<file path="src/rtl/branch_resolver_pkg.sv">
// branch_resolver_pkg: condition codes, offset field layout and FSM states shared by the redirect logic.
package branch_resolver_pkg;
    localparam logic [2:0] COND_ALWAYS = 3'd0;
    localparam logic [2:0] COND_Z      = 3'd1;
    localparam logic [2:0] COND_NZ     = 3'd2;
    localparam logic [2:0] COND_N      = 3'd3;
    localparam logic [2:0] COND_NN     = 3'd4;
    localparam logic [2:0] COND_C      = 3'd5;
    localparam logic [2:0] COND_NC     = 3'd6;
    localparam logic [2:0] COND_NEVER  = 3'd7;
    localparam int OFF_DIR_BIT = 5;
    localparam int OFF_MAG_W   = 5;
    typedef enum logic {ST_RUN = 1'b0, ST_SHADOW = 1'b1} state_e;
endpackage

</file>
<file path="src/rtl/branch_resolver_cond_eval.sv">
// branch_resolver_cond_eval: decides whether a condition code holds for the given Z/N/C flags.
module branch_resolver_cond_eval
    import branch_resolver_pkg::*;
(
    input  logic [2:0] iCond,
    input  logic       iZ,
    input  logic       iN,
    input  logic       iC,
    output logic       oTrue
);
    always_comb begin
        oTrue = 1'b0;
        case (iCond)
            COND_ALWAYS: oTrue = 1'b1;
            COND_Z:      oTrue = iZ;
            COND_NZ:     oTrue = !iZ;
            COND_N:      oTrue = iN;
            COND_NN:     oTrue = !iN;
            COND_C:      oTrue = iC;
            COND_NC:     oTrue = !iC;
            COND_NEVER:  oTrue = 1'b0;
            default:     oTrue = 1'b0;
        endcase
    end
endmodule

</file>
<file path="src/rtl/branch_resolver.sv">
// branch_resolver: turns decoded jumps/branches into one-cycle PC redirect pulses,
// squashes the fetched shadow behind each redirect and counts redirects.
module branch_resolver
    import branch_resolver_pkg::*;
#(
    parameter int ADDR_W = 10,
    parameter int OFF_W  = 6,
    parameter int SHADOW = 2,
    parameter int CNT_W  = 16
) (
    input  logic              Clock,
    input  logic              Reset_n,
    input  logic              iValid,
    input  logic              iIsJump,
    input  logic              iIsBranch,
    input  logic [2:0]        iCond,
    input  logic [ADDR_W-1:0] iTarget,
    input  logic [OFF_W-1:0]  iOffset,
    input  logic              iFlagWe,
    input  logic              iZero,
    input  logic              iNeg,
    input  logic              iCarry,
    output logic              wBranchTaken,
    output logic              wJumpTaken,
    output logic [ADDR_W-1:0] wBranchAddress,
    output logic              oSquash,
    output logic [CNT_W-1:0]  oTakenCount
);
    localparam logic [2:0] SH = 3'(SHADOW);
    state_e            state_q, state_d;
    logic [2:0]        cnt_q, cnt_d;
    logic [2:0]        flag_q;
    logic              jt_q, jt_d, bt_q, bt_d;
    logic [ADDR_W-1:0] addr_q, addr_d;
    logic [CNT_W-1:0]  taken_q;
    logic              bz, bn, bc, cond_true, run;
    // Flags written this cycle are visible to the branch in the same cycle.
    assign {bz, bn, bc} = iFlagWe ? {iZero, iNeg, iCarry} : flag_q;
    branch_resolver_cond_eval u_cond_eval (
        .iCond (iCond),
        .iZ    (bz),
        .iN    (bn),
        .iC    (bc),
        .oTrue (cond_true)
    );
    assign run = state_q == ST_RUN;
    always_comb begin
        jt_d    = run && iValid && iIsJump;
        bt_d    = run && iValid && !iIsJump && iIsBranch && cond_true;
        addr_d  = jt_d ? iTarget : bt_d ? ADDR_W'(iOffset) : '0;
        state_d = run ? ((jt_d || bt_d) ? ST_SHADOW : ST_RUN) : (cnt_q == 3'd1 ? ST_RUN : ST_SHADOW);
        cnt_d   = run ? SH : cnt_q - 3'd1;
    end
    always_ff @(posedge Clock or negedge Reset_n) begin
        if (!Reset_n) begin
            state_q <= ST_RUN;
            cnt_q   <= '0;
            flag_q  <= '0;
            jt_q    <= 1'b0;
            bt_q    <= 1'b0;
            addr_q  <= '0;
            taken_q <= '0;
        end else begin
            state_q <= state_d;
            cnt_q   <= cnt_d;
            flag_q  <= iFlagWe ? {iZero, iNeg, iCarry} : flag_q;
            jt_q    <= jt_d;
            bt_q    <= bt_d;
            addr_q  <= addr_d;
            taken_q <= taken_q + CNT_W'(jt_d || bt_d);
        end
    end
    assign wJumpTaken     = jt_q;
    assign wBranchTaken   = bt_q;
    assign wBranchAddress = addr_q;
    assign oSquash        = iValid && !run;
    assign oTakenCount    = taken_q;
endmodule

</file>
<file path="config.mk">
export PLATFORM = sky130hd
export DESIGN_NAME = branch_resolver
export DESIGN_NICKNAME = d
export VERILOG_FILES = /design/src/rtl/branch_resolver_pkg.sv /design/src/rtl/branch_resolver_cond_eval.sv /design/src/rtl/branch_resolver.sv
export SDC_FILE = /design/constraint.sdc
export NUM_CORES = 1
export LEC_CHECK = 0
export ABC_AREA = 1
export BUFFER_PORTS_ARGS = -buffer_cell sky130_fd_sc_hd__buf_2
export CAP_MARGIN = 20
export CELL_PAD_IN_SITES_DETAIL_PLACEMENT = 1
export CELL_PAD_IN_SITES_GLOBAL_PLACEMENT = 1
export CORE_MARGIN = 1.5
export CORE_UTILIZATION = 32
export DETAILED_ROUTE_END_ITERATION = 8
export GPL_ROUTABILITY_DRIVEN = 0
export MAX_ROUTING_LAYER = met4
export PLACE_DENSITY = 0.85
export SYNTH_ARGS = -nofsm -noshare
export SYNTH_HDL_FRONTEND = slang
export SYNTH_SLANG_ARGS = --single-unit
</file>
<file path="constraint.sdc">
create_clock -name Clock -period 2.4 [get_ports Clock]
set_clock_uncertainty 0.15 [all_clocks]
set_input_delay 0.48 -clock Clock [delete_from_list [all_inputs] [get_ports Clock]]
set_output_delay 0.48 -clock Clock [all_outputs]
set_load 0.005 [all_outputs]
</file>
* Word level (Yosys, flattened, before mapping)
Cells that the tools add are included.
W data, S select, Z words.
** Word-level totals
- Memories :: 0
- Register bits :: 35
- Memory bits (read-only) :: 0
- Bits in latches :: 0
- Bits in writable memories :: 0
** Operators by class
- Reduce and logical (&&, ||, !) cells :: 12
- Divide/modulo/power cells :: 0
- Shift-type cells :: 0
- Equality and inequality tests :: 8
- Add/subtract/negate cells :: 2
- Multipliers :: 0
- Order comparisons :: 0
- Bitwise logic cells :: 1
- Multiplexer cells :: 8
** Operator list (count)
- $add A16 B1 Y16 :: 1
- $eq A3 B3 Y1 const B :: 4
- $mux W10 :: 1
- $pmux W1 S8 :: 1
- $eq A3 B1 Y1 const B :: 2
- $eq A3 B2 Y1 const B :: 2
- $logic_and A1 B1 Y1 :: 6
- $mux W3 :: 2
- $mux W6 :: 1
- $logic_not A1 Y1 :: 4
- $logic_not A3 Y1 :: 1
- $mux W1 :: 3
- $sub A3 B1 Y3 const B :: 1
- $logic_or A1 B1 Y1 :: 1
- $not A1 Y1 :: 1

* Depth between registers and ports, before layout
Gate-level depths: netlist of the first run.
- Word-level depth :: 8
- Mapped depth :: 19

* Cells and area by module
Synthesis of the first run repeated with hierarchy kept, for this count alone.
** Unflattened totals
- Cell total of the unflattened synthesis :: 178
- Area, all modules :: 1581.5 um^2
** By module, submodules not included
- branch_resolver :: area an instance 1516.5 um^2, cells an instance 162, instances 1
- branch_resolver_cond_eval :: area an instance 65.1 um^2, cells an instance 16, instances 1

* Worst setup path before layout of the first run
OpenSTA, ideal clock, no wires.
- Kind :: in2reg
- Start :: input port iCond[1]
- End :: register taken_q[12], in the netlist oTakenCount[12]
- Setup time :: 120 ps
- Data arrival time :: 2000 ps
- Setup slack :: 130 ps
- Path buffers :: 0
- Required time :: 2130 ps
- Stages on the path :: 18
- Path through :: inv_1 nand2_1 nor2_1 nand2_1 nand2_1 nor2_4 nand2_4 nand2_4 nand2_1 ha_1 ha_1 nand2_1 nor2_4 nand2_2 nor2_4 nand2_2 o21ai_1 nand2_1
** On the way
- Cells in the longest elaborated chain, start to end :: 5
** RTL lines
- start: declaration :: line branch_resolver.sv:16 : input logic [2:0] iCond,
- $eq A3 B3 Y1, or another cell as far along :: line branch_resolver_cond_eval.sv:13 : case (iCond)
- $pmux W1 S8 * :: line branch_resolver_cond_eval.sv:13
- $logic_and A1 B1 Y1 * :: line branch_resolver.sv:49 : bt_d = run && iValid && !iIsJump && iIsBranch && cond_true;
- $logic_or A1 B1 Y1 * :: line branch_resolver.sv:70 : taken_q <= taken_q + CNT_W'(jt_d || bt_d);
- $add A16 B1 Y16 * :: line branch_resolver.sv:70
- end signal: assignment :: line branch_resolver.sv:70
- end: declaration :: line branch_resolver.sv:35 : logic [CNT_W-1:0] taken_q;
Mark *: on every way between the ends. The rest lies on a longest branch, timed or not.

* Final worst setup path of the first run
- Start :: register state_q
- End :: register taken_q[12], in the netlist oTakenCount[12]
** On the way
- Cells in the longest elaborated chain, start to end :: 7
** RTL lines
- start: declaration :: line branch_resolver.sv:30 : state_e state_q, state_d;
- start signal: assignment :: line branch_resolver.sv:64 : state_q <= state_d;
- $not A1 Y1 * :: line branch_resolver.sv:46 : assign run = state_q == ST_RUN;
- $logic_and A1 B1 Y1 * :: line branch_resolver.sv:48, branch_resolver.sv:49
- $logic_and A1 B1 Y1 (3 in a row) :: line branch_resolver.sv:49
- $logic_or A1 B1 Y1 * :: line branch_resolver.sv:70
- $add A16 B1 Y16 * :: line branch_resolver.sv:70
Marks and branches as above.

==> results.py, run 1 <==
metrics = {
    "outcome": {
        "status": "finished, final reports clean",
    },
    "synth": {
        "synth_seq_cells": 35,
        "syn_area_um2": 1650,
        "synth_mux_area_frac": 0,
        "synth_top_family_by_area": "simple AND/OR/NAND/NOR gates",
        "ys_seq_area_frac": 0.532,
        "ys_types": 21,
        "synth_cells": 178,
        "yosys_warnings": 0,
        "synth_compound_area_frac": 0.0122,
        "synthSimpleGateAreaFrac": 0.294,
        "avgSynthCellArea_um2": 9.24,
        "synthAdderAreaFrac": 0.0380,
        "synth_xor_area_frac": 0.0639,
        "syn-num-nets": 211,
    },
    "global_route": {
        "grt_pass1_vias": 1439,
        "grt_pass1_wl_um": 6200,
        "antenna_found_initial": 0,
        "grt_max_degree": 36,
        "gr-total-overflow": 0,
        "grt_usage": 0.157,
    },
    "detailed_routing": {
        "drt-met1-wl_um": 1590,
        "wl_um": 3750,
        "drt-wirelength-per-cell_um": 11.8,
        "top_layer": "met4",
        "antenna_left": 0,
        "via_count": 1396,
        "met2_length_um": 1870,
        "wl_met3_um": 255,
        "drt_iter0_drc": 38,
        "drc": 0,
        "dr.pass1.iters": 4,
        "via_per_inst": 4.40,
    },
    "die": {
        "fp-row-count": 25,
        "start_util": 0.339,
        "die_y_um": 74.7,
        "dieArea_um2": 5580,
        "io_pins": 57,
        "core-area_um2": 4850,
        "fp.dieW_um": 74.7,
    },
    "timing": {
        "max_freq_mhz": 444,
        "setup_viol": 0,
        "hold_ws_ns": 0.111,
        "max-slew-margin-rel": 0.493,
        "finalMaxSlewViolations": 0,
        "min_period_over_period": 0.938,
        "fin_crit_ns": 2.25,
        "hold_viol": 0,
        "tightest_slew_ns": 0.760,
        "tns_ns": 0,
    },
    "pwr": {
        "pwr-share-comb": 0.220,
        "finalPower_mw": 1.52,
        "swShare": 0.302,
        "clock_power_share": 0.282,
        "p_leak_nw": 1.27,
        "switching_power_mw": 0.458,
        "seqPwrFrac": 0.498,
        "p_per_area_nw_per_um2": 701,
        "peakVddDrop_mv": 0.251,
        "internal-power_mw": 1.06,
    },
    "min_path": {
        "holdCritPathClass": "input port to async pin",
    },
    "layout": {
        "nNetsFinal": 283,
        "final_cells": 317,
        "layout_commonest_cell": "buf_2",
        "final_cell_mix": "buf_2 (56), nand2_1 (45), dfrtp_1 (35), inv_1 (24), nor2_1 (17)",
        "area_delta_synth_final_pct": 31.7,
        "fin_util": 0.447,
        "antenna_cells": 0,
        "drive_gt1_frac": 0.364,
    },
    "placement": {
        "portBuffers": 56,
        "placed_cells": 309,
        "dpl.hpwl_um": 3070,
    },
    "critical_path": {
        "startpoint_type": "flip-flop",
        "reg2regPathDepth": 14,
        "worst-setup-path-type": "flip-flop to flip-flop",
        "cp_max_fo": 4,
        "crit_arrival_ns": 2.28,
        "required_ns": 2.43,
        "end_kind": "flip-flop",
    },
    "run": {
        "drv_cap": 0,
    },
    "clock_network": {
        "cts_root_buffer": "clkbuf_8",
        "clkSinkCount": 35,
        "path_clk_slew_ns": 0.07,
        "tritoncts": "yes",
        "clockBufferDepth": 2,
        "hold_buffers": 0,
        "insertion_delay_ns": 0.29,
        "htree_levels": 2,
        "cts_made_buffers": 5,
    },
}
## power groups by stage
stage / Combinational (mW) / Clock, mW / Sequential [mW]
6_report: 0.334 / 0.429 / 0.757
5_1_grt: 0.385 / 0.461 / 0.770
4_1_cts: 0.343 / 0.446 / 0.757
3_5_place_dp: 0.341 / 0 / 0.766
3_3_place_gp: 0.324 / 0 / 0.763
2_1_floorplan: 0.167 / 0 / 0.761
## stage by stage
| step | worst slack (ns) | cell area [um2] |
|---|---|---|
| 2_1_floorplan | 0.130 | 1650 |
| 3_3_place_gp | -0.0328 | 2070 |
| 3_5_place_dp | -0.136 | 2070 |
| 4_1_cts | 0.0425 | 2160 |
| 5_1_grt | -0.0000249 | 2170 |
| 6_report | 0.148 | 2170 |
## per-layer routing
metal | GRT usage | vias up
met1 | 0.162 | 656
met5 | - | -
met3 | 0.0589 | 5
li1 | - | 690
met4 | 0.0545 | 0
met2 | 0.274 | 45
## sequential cells by signal (all words and copies together), names as in the netlist
signal / flops
wJumpTaken: 1
oTakenCount: 16
state_q: 1
wBranchTaken: 1
wBranchAddress: 10
flag_q: 3
cnt_q: 3
## repair_timing
action / 4_1_cts / 5_1_grt
setup endpoints to repair: 0 / 5
setup buffers: 0 / 1
gates resized for setup: 0 / 2
## critical path: stages, from the launching register on
cell	delay, ns
dfrtp_1	0.42
inv_2	0.09
nand2_1	0.08
nor3b_4	0.27
nand2_4	0.07
nand2_1	0.09
ha_1	0.16
ha_1	0.19
nand2_2	0.08
nor2_4	0.12
nand2_2	0.06
nor2_4	0.09
nand2_2	0.08
o21ai_1	0.12
nand2_1	0.06
## final timing paths
kind	end	startpoint	slack [ns]
setup reg to reg	oTakenCount[12]$_DFF_PN0_	state_q$_DFF_PN0_	0.15
hold reg to reg	cnt_q[0]$_DFF_PN0_	cnt_q[0]$_DFF_PN0_	0.33
setup / recovery	oTakenCount[12]$_DFF_PN0_	state_q$_DFF_PN0_	0.15
hold / removal	oTakenCount[5]$_DFF_PN0_	Reset_n	0.11
min in group Clock	wBranchAddress[1]$_DFF_PN0_	iTarget[1]	0.24
max in group asynchronous	oTakenCount[11]$_DFF_PN0_	Reset_n	1.50
## cell type report
cell class                 instances  area [um2]
fill                             595        2680
sequential                        35         876
multi-input combinational        117         674
timing repair buffer              65         348
inverter                          26        97.6
tap                               67        83.8
clock buffer                       6        82.6
clock inverter                     1        5.00
## logic make-up after synthesis
kind of cell	Yosys count
and+or+nand+nor	96
DFF	35
buffers and inverters	26
xor gates and xnor gates	12
adders and majority gates	5
AOI/OAI and AO/OA	4
## synth_stat cells
cell / number / area [um2]
a21oi_1: 2 / 10.0
dfrtp_1: 35 / 876
ha_1: 5 / 62.6
inv_1: 25 / 93.8
inv_2: 1 / 3.75
nand2_1: 46 / 173
nand2_2: 4 / 25.0
nand2_4: 2 / 22.5
nand3_1: 10 / 50.1
nand3_2: 3 / 30.0
nand4_1: 4 / 25.0
nor2_1: 17 / 63.8
nor2_2: 1 / 6.26
nor2_4: 4 / 45.0
nor3_1: 3 / 15.0
nor3_2: 1 / 10.0
nor3b_4: 1 / 18.8
o21ai_0: 1 / 5.00
o21ai_1: 1 / 5.00
xnor2_1: 4 / 35.0
xor2_1: 8 / 70.1
No activity file was read; power rests on OpenSTA's default activity.
==> run 2, diff against run 1 <==
--- a/config.mk
+++ b/config.mk
@@ -6,7 +6,7 @@
 export NUM_CORES = 1
 export LEC_CHECK = 0
 export ABC_AREA = 1
-export BUFFER_PORTS_ARGS = -buffer_cell sky130_fd_sc_hd__buf_2
+export BUFFER_PORTS_ARGS = -buffer_cell sky130_fd_sc_hd__clkbuf_2
 export CAP_MARGIN = 20
 export CELL_PAD_IN_SITES_DETAIL_PLACEMENT = 1
 export CELL_PAD_IN_SITES_GLOBAL_PLACEMENT = 1
==> run 2 against run 1 <==
Utilization increased by 0.49 points. Sequential share of layout area down 0.38 points. Sequential power increased by 1%. Die area unchanged. Worst hold slack got worse by 0.044 ns. Clock-buffer cell count is the same. Non-clock buffer count rose by 3. Final cell count is 0.95% higher.
==> results.py, run 2 (synthesis gave the netlist of run 1 again) <==
metrics = {
    "die": {
        "fp.dieW_um": 74.7,
        "fp-row-count": 25,
        "start_util": 0.339,
        "io_pins": 57,
        "core-area_um2": 4850,
        "die_y_um": 74.7,
        "dieArea_um2": 5580,
    },
    "layout": {
        "fin_area_um2": 2190,
        "final_cell_mix": "clkbuf_2 (56), nand2_1 (45), dfrtp_1 (34), inv_1 (24), nor2_1 (17)",
        "layout_commonest_cell": "clkbuf_2",
        "fin_util": 0.452,
        "final_cells": 320,
        "area_delta_synth_final_pct": 33.2,
        "drive_gt1_frac": 0.375,
        "antenna_cells": 0,
        "largest_register_ffs": 16,
        "fill_cells": 600,
        "nNetsFinal": 286,
    },
    "timing": {
        "finalMaxSlewViolations": 0,
        "setup_slack_ns": 0.157,
        "max-slew-margin-rel": 0.705,
        "tightest_slew_ns": 0.442,
        "rsz0062_at_grt": "no",
        "hold_ws_ns": 0.0676,
        "setup_viol": 0,
        "max_freq_mhz": 446,
        "tns_ns": 0,
        "fin_crit_ns": 2.24,
        "hold_viol": 0,
        "min_period_over_period": 0.934,
    },
    "clock_network": {
        "clkSinkCount": 35,
        "cts_root_buffer": "clkbuf_8",
        "insertion_delay_ns": 0.29,
        "tritoncts": "yes",
        "hold_buffers": 0,
        "cts_made_buffers": 5,
        "clockBufferDepth": 2,
        "htree_levels": 2,
        "path_clk_slew_ns": 0.07,
    },
    "detailed_routing": {
        "drt_iter0_drc": 45,
        "dr.pass1.iters": 4,
        "via_count": 1413,
        "antenna_left": 0,
        "via_per_inst": 4.42,
        "wl_um": 3960,
        "drt-wirelength-per-cell_um": 12.4,
        "drc": 0,
    },
    "pwr": {
        "p_leak_nw": 1.28,
        "p_per_area_nw_per_um2": 710,
        "finalPower_mw": 1.56,
        "peakVddDrop_mv": 0.294,
    },
    "critical_path": {
        "end_kind": "flip-flop",
        "crit_slowest_cell": "dfrtp_2",
        "required_ns": 2.42,
        "worst-setup-path-type": "flip-flop to flip-flop",
        "startpoint_type": "flip-flop",
        "cp_max_fo": 4,
        "cpPeakStageDelay_ns": 0.44,
        "crit_arrival_ns": 2.27,
        "crit_chain": "inv_2, nand2_1, nor3b_4, nand2_4, nand2_1, ha_1, ha_1, nand2_2, nor2_4, nand2_2, nor2_4, nand2_2, o21ai_1, nand2_1",
        "rrSetupSlack_ns": 0.16,
    },
    "global_route": {
        "grt_usage": 0.160,
        "gr-total-overflow": 0,
        "grt_pass1_vias": 1442,
        "antenna_found_initial": 0,
        "grt_max_degree": 36,
        "grt_pass1_wl_um": 6410,
    },
    "placement": {
        "post_dp_cell_area_um2": 2080,
        "placed_cells": 311,
        "portBuffers": 56,
        "dpl.hpwl_um": 3200,
        "dp_slack_ns": -0.0918,
    },
    "min_path": {
        "holdCritPathClass": "input port to async pin",
    },
    "outcome": {
        "status": "finished, final reports clean",
    },
    "run": {
        "drv_cap": 0,
    },
}
[run 2: changes by cell type in the layout (fill, tap and decap cells not counted)]
cell / change
buf_2: -56
clkbuf_2: +56
dfrtp_2: +1
dfrtp_1: -1
buf_4: +3
[run 2: routing by layer]
layer / track usage / routed length (um) / share of wire
met2: 0.279 / 2060 / 0.52
met4: 0.0687 / 59 / 0.015
met1: 0.175 / 1640 / 0.41
met3: 0.0388 / 203 / 0.051
met5: - / 0 / 0
[run 2: critical path, delay by kind of cell (launching register included)]
family / cells / cell delay [ns]
AOI/OAI and AO/OA: 1 / 0.12
adders and majority gates: 2 / 0.32
buffers and inverters: 1 / 0.08
DFF: 1 / 0.44
and+or+nand+nor: 10 / 1.01
[run 2: worst paths after layout]
check / startpoint / endpoint / depth (start not counted)
min in group Clock: iTarget[6] / wBranchAddress[6]$_DFF_PN0_ / 3
min reg2reg: oTakenCount[15]$_DFF_PN0_ / oTakenCount[15]$_DFF_PN0_ / 1
max in group asynchronous: Reset_n / state_q$_DFF_PN0_ / 2
min: Reset_n / oTakenCount[5]$_DFF_PN0_ / 2
max: state_q$_DFF_PN0_ / oTakenCount[12]$_DFF_PN0_ / 14
max reg2reg: state_q$_DFF_PN0_ / oTakenCount[12]$_DFF_PN0_ / 14
[run 2: report_power, final]
part / leakage (nW) / switching, mW / internal [mW] / total [mW]
clock network: 0.0470 / 0.209 / 0.225 / 0.434
registers: 0.449 / 0.0792 / 0.685 / 0.765
logic: 0.783 / 0.191 / 0.166 / 0.356
total: 1.28 / 0.479 / 1.08 / 1.56
[run 2: final cells by class]
cell class | instances | area [um2] | area share
repair buffers | 68 | 370 | 0.169
well taps | 67 | 83.8 | 0.0383
inverters | 26 | 97.6 | 0.0445
flip-flops and latches | 35 | 877 | 0.400
clock buffers | 6 | 82.6 | 0.0377
clock inverters | 1 | 5.00 | 0.00228
multi-input cells | 117 | 674 | 0.308
[run 2: repair_timing]
item,in CTS,in global routing
setup endpoints to repair,0,5
hold endpoints to repair,0,0
resized for setup,0,3
buffers inserted,0,2
==> run 3, diff against run 2 <==
--- a/config.mk
+++ b/config.mk
@@ -16,6 +16,7 @@
 export GPL_ROUTABILITY_DRIVEN = 0
 export MAX_ROUTING_LAYER = met4
 export PLACE_DENSITY = 0.85
+export RECOVER_POWER = 25
 export SYNTH_ARGS = -nofsm -noshare
 export SYNTH_HDL_FRONTEND = slang
 export SYNTH_SLANG_ARGS = --single-unit
==> run 3 against run 2 <==
Sequential power about the same. Sequential share of layout area about the same. Clock power is essentially flat. Maximum frequency unchanged. Wire length about the same. Global-route usage unchanged. Critical endpoint unchanged. Highest routed layer unchanged.
==> results.py, run 3 (synthesis gave the netlist of run 1 again) <==
metrics = {
    "min_path": {
        "min-delay-start": "iTarget[6]",
        "whs_endpoint": "wBranchAddress[6]$_DFF_PN0_",
        "hold_depth": 3,
        "holdCritPathClass": "input port to flip-flop",
    },
    "timing": {
        "hold_viol": 0,
        "tns_ns": 0,
        "tightest_slew_ns": 0.856,
        "finalMaxSlewViolations": 0,
        "setup_viol": 0,
        "hold_ws_ns": 0.221,
        "max_freq_mhz": 446,
        "min_period_over_period": 0.934,
        "max-slew-margin-rel": 0.429,
        "fin_crit_ns": 2.24,
        "rsz0062_at_grt": "no",
    },
    "placement": {
        "portBuffers": 56,
        "placed_cells": 311,
        "dpl.hpwl_um": 3200,
        "post_dp_cell_area_um2": 2080,
    },
    "detailed_routing": {
        "dr.pass1.iters": 4,
        "drt_iter0_drc": 45,
        "drc": 0,
        "wl_um": 3960,
        "via_per_inst": 4.42,
        "via_count": 1413,
        "antenna_left": 0,
        "drt-wirelength-per-cell_um": 12.4,
    },
    "global_route": {
        "grt_pass1_wl_um": 6410,
        "met3_usage": 0.0388,
        "grt_max_degree": 36,
        "antenna_found_initial": 0,
        "gr-usage-met2": 0.279,
        "grt_usage": 0.160,
        "grt_pass1_vias": 1442,
        "top_usage_layer": "met2",
        "gr-total-overflow": 0,
        "met1_usage": 0.175,
    },
    "outcome": {
        "status": "finished, final reports clean",
    },
    "die": {
        "core-area_um2": 4850,
        "fp.dieW_um": 74.7,
        "die_y_um": 74.7,
        "fp-row-count": 25,
        "start_util": 0.339,
        "io_pins": 57,
        "dieArea_um2": 5580,
    },
    "pwr": {
        "internal-power_mw": 1.08,
        "swShare": 0.308,
        "p_per_area_nw_per_um2": 710,
        "seqPwrFrac": 0.492,
        "peakVddDrop_mv": 0.294,
        "finalPower_mw": 1.55,
        "pwr-share-comb": 0.229,
        "p_leak_nw": 1.28,
        "clock_power_share": 0.279,
        "switching_power_mw": 0.479,
    },
    "clock_network": {
        "clockBufferDepth": 2,
        "cts_made_buffers": 5,
        "cts_root_buffer": "clkbuf_8",
        "insertion_delay_ns": 0.29,
        "clkSinkCount": 35,
        "path_clk_slew_ns": 0.07,
        "hold_buffers": 0,
        "htree_levels": 2,
        "tritoncts": "yes",
    },
    "layout": {
        "area_delta_synth_final_pct": 33.0,
        "layout_commonest_cell": "clkbuf_2",
        "final_cell_mix": "clkbuf_2 (57), nand2_1 (45), dfrtp_1 (34), inv_1 (24), nor2_1 (17)",
        "final_cells": 320,
        "largest_register_ffs": 16,
        "fill_cells": 600,
        "drive_gt1_frac": 0.375,
        "fin_area_um2": 2190,
        "nNetsFinal": 286,
        "antenna_cells": 0,
    },
    "critical_path": {
        "reg2regPathDepth": 14,
        "r2r-end": "oTakenCount[12]$_DFF_PN0_",
        "crit_arrival_ns": 2.27,
        "cp_max_fo": 4,
        "crit_family": "simple AND/OR/NAND/NOR gates",
        "rrSetupSlack_ns": 0.16,
        "crit_slowest_cell": "dfrtp_2",
        "startpoint_type": "flip-flop",
        "r2r_start": "state_q$_DFF_PN0_",
        "crit_chain": "inv_2, nand2_1, nor3b_4, nand2_4, nand2_1, ha_1, ha_1, nand2_2, nor2_4, nand2_2, nor2_4, nand2_2, o21ai_1, nand2_1",
        "end_kind": "flip-flop",
        "cpPeakStageDelay_ns": 0.44,
        "worst-path-buf-inv": 1,
        "worst-setup-path-type": "flip-flop to flip-flop",
        "required_ns": 2.42,
    },
    "run": {
        "drv_cap": 0,
    },
}
==> run 3: changes by cell type in the layout (fill, tap and decap cells not counted), sizes merged <==
cell    delta
buf        -1
clkbuf     +1
==> run 3: what timing repair did <==
action                     CTS  global route
gates resized for setup      0             3
setup buffers                0             2
setup endpoints to repair    0             5
==> run 3: power by group through the flow <==
stage                     logic, mW  clock network [mW]  registers (mW)
after global routing          0.403               0.464           0.778
after global placement        0.324                   0           0.767
after CTS                     0.350               0.452           0.763
final                         0.356               0.434           0.765
after detailed placement      0.347                   0           0.774
after floorplan               0.167                   0           0.761
==> run 3: per-layer routing <==
layer	vias to the layer above	part of all wire
li1	695	-
met1	666	0.41
met2	47	0.52
met3	5	0.051
met4	0	0.015
met5	-	0
==> run 3: per-stage QoR <==
step                      worst slack [ns]   util
final                                0.157  0.451
after global routing              0.000353  0.451
after CTS                           0.0642  0.448
after detailed placement           -0.0918  0.430
after global placement             -0.0155  0.430
after floorplan                      0.130      -
==> run 3: area by class of cell <==
type / instances / area (um2) / area share
well taps: 67 / 83.8 / 0.0383
clock inverters: 1 / 5.00 / 0.00229
multi-input cells: 117 / 674 / 0.308
clock buffers: 6 / 82.6 / 0.0377
repair buffers: 68 / 368 / 0.168
flip-flops and latches: 35 / 877 / 0.401
inverters: 26 / 97.6 / 0.0446
==> run 3: worst max-delay path by stage <==
| stage | from | end | slack (ns) | cells past startpoint |
|---|---|---|---|---|
| after floorplan | iCond[1] | oTakenCount[12]$_DFF_PN0_ | 0.13 | 18 |
| after global placement | iFlagWe | oTakenCount[12]$_DFF_PN0_ | -0.02 | 19 |
| after detailed placement | iFlagWe | oTakenCount[12]$_DFF_PN0_ | -0.09 | 19 |
| after CTS | state_q$_DFF_PN0_ | oTakenCount[12]$_DFF_PN0_ | 0.06 | 14 |
| after global routing | state_q$_DFF_PN0_ | oTakenCount[11]$_DFF_PN0_ | 0.0004 | 12 |
| final | state_q$_DFF_PN0_ | oTakenCount[12]$_DFF_PN0_ | 0.16 | 14 |
==> run 3: worst register-to-register path, cell delays in order, from the launching register on <==
cell and delay [ns]:
dfrtp_2 0.44, inv_2 0.09, nand2_1 0.08, nor3b_4 0.28, nand2_4 0.07, nand2_1 0.09
ha_1 0.15, ha_1 0.17, nand2_2 0.08, nor2_4 0.12, nand2_2 0.07, nor2_4 0.09
nand2_2 0.08, o21ai_1 0.12, nand2_1 0.05
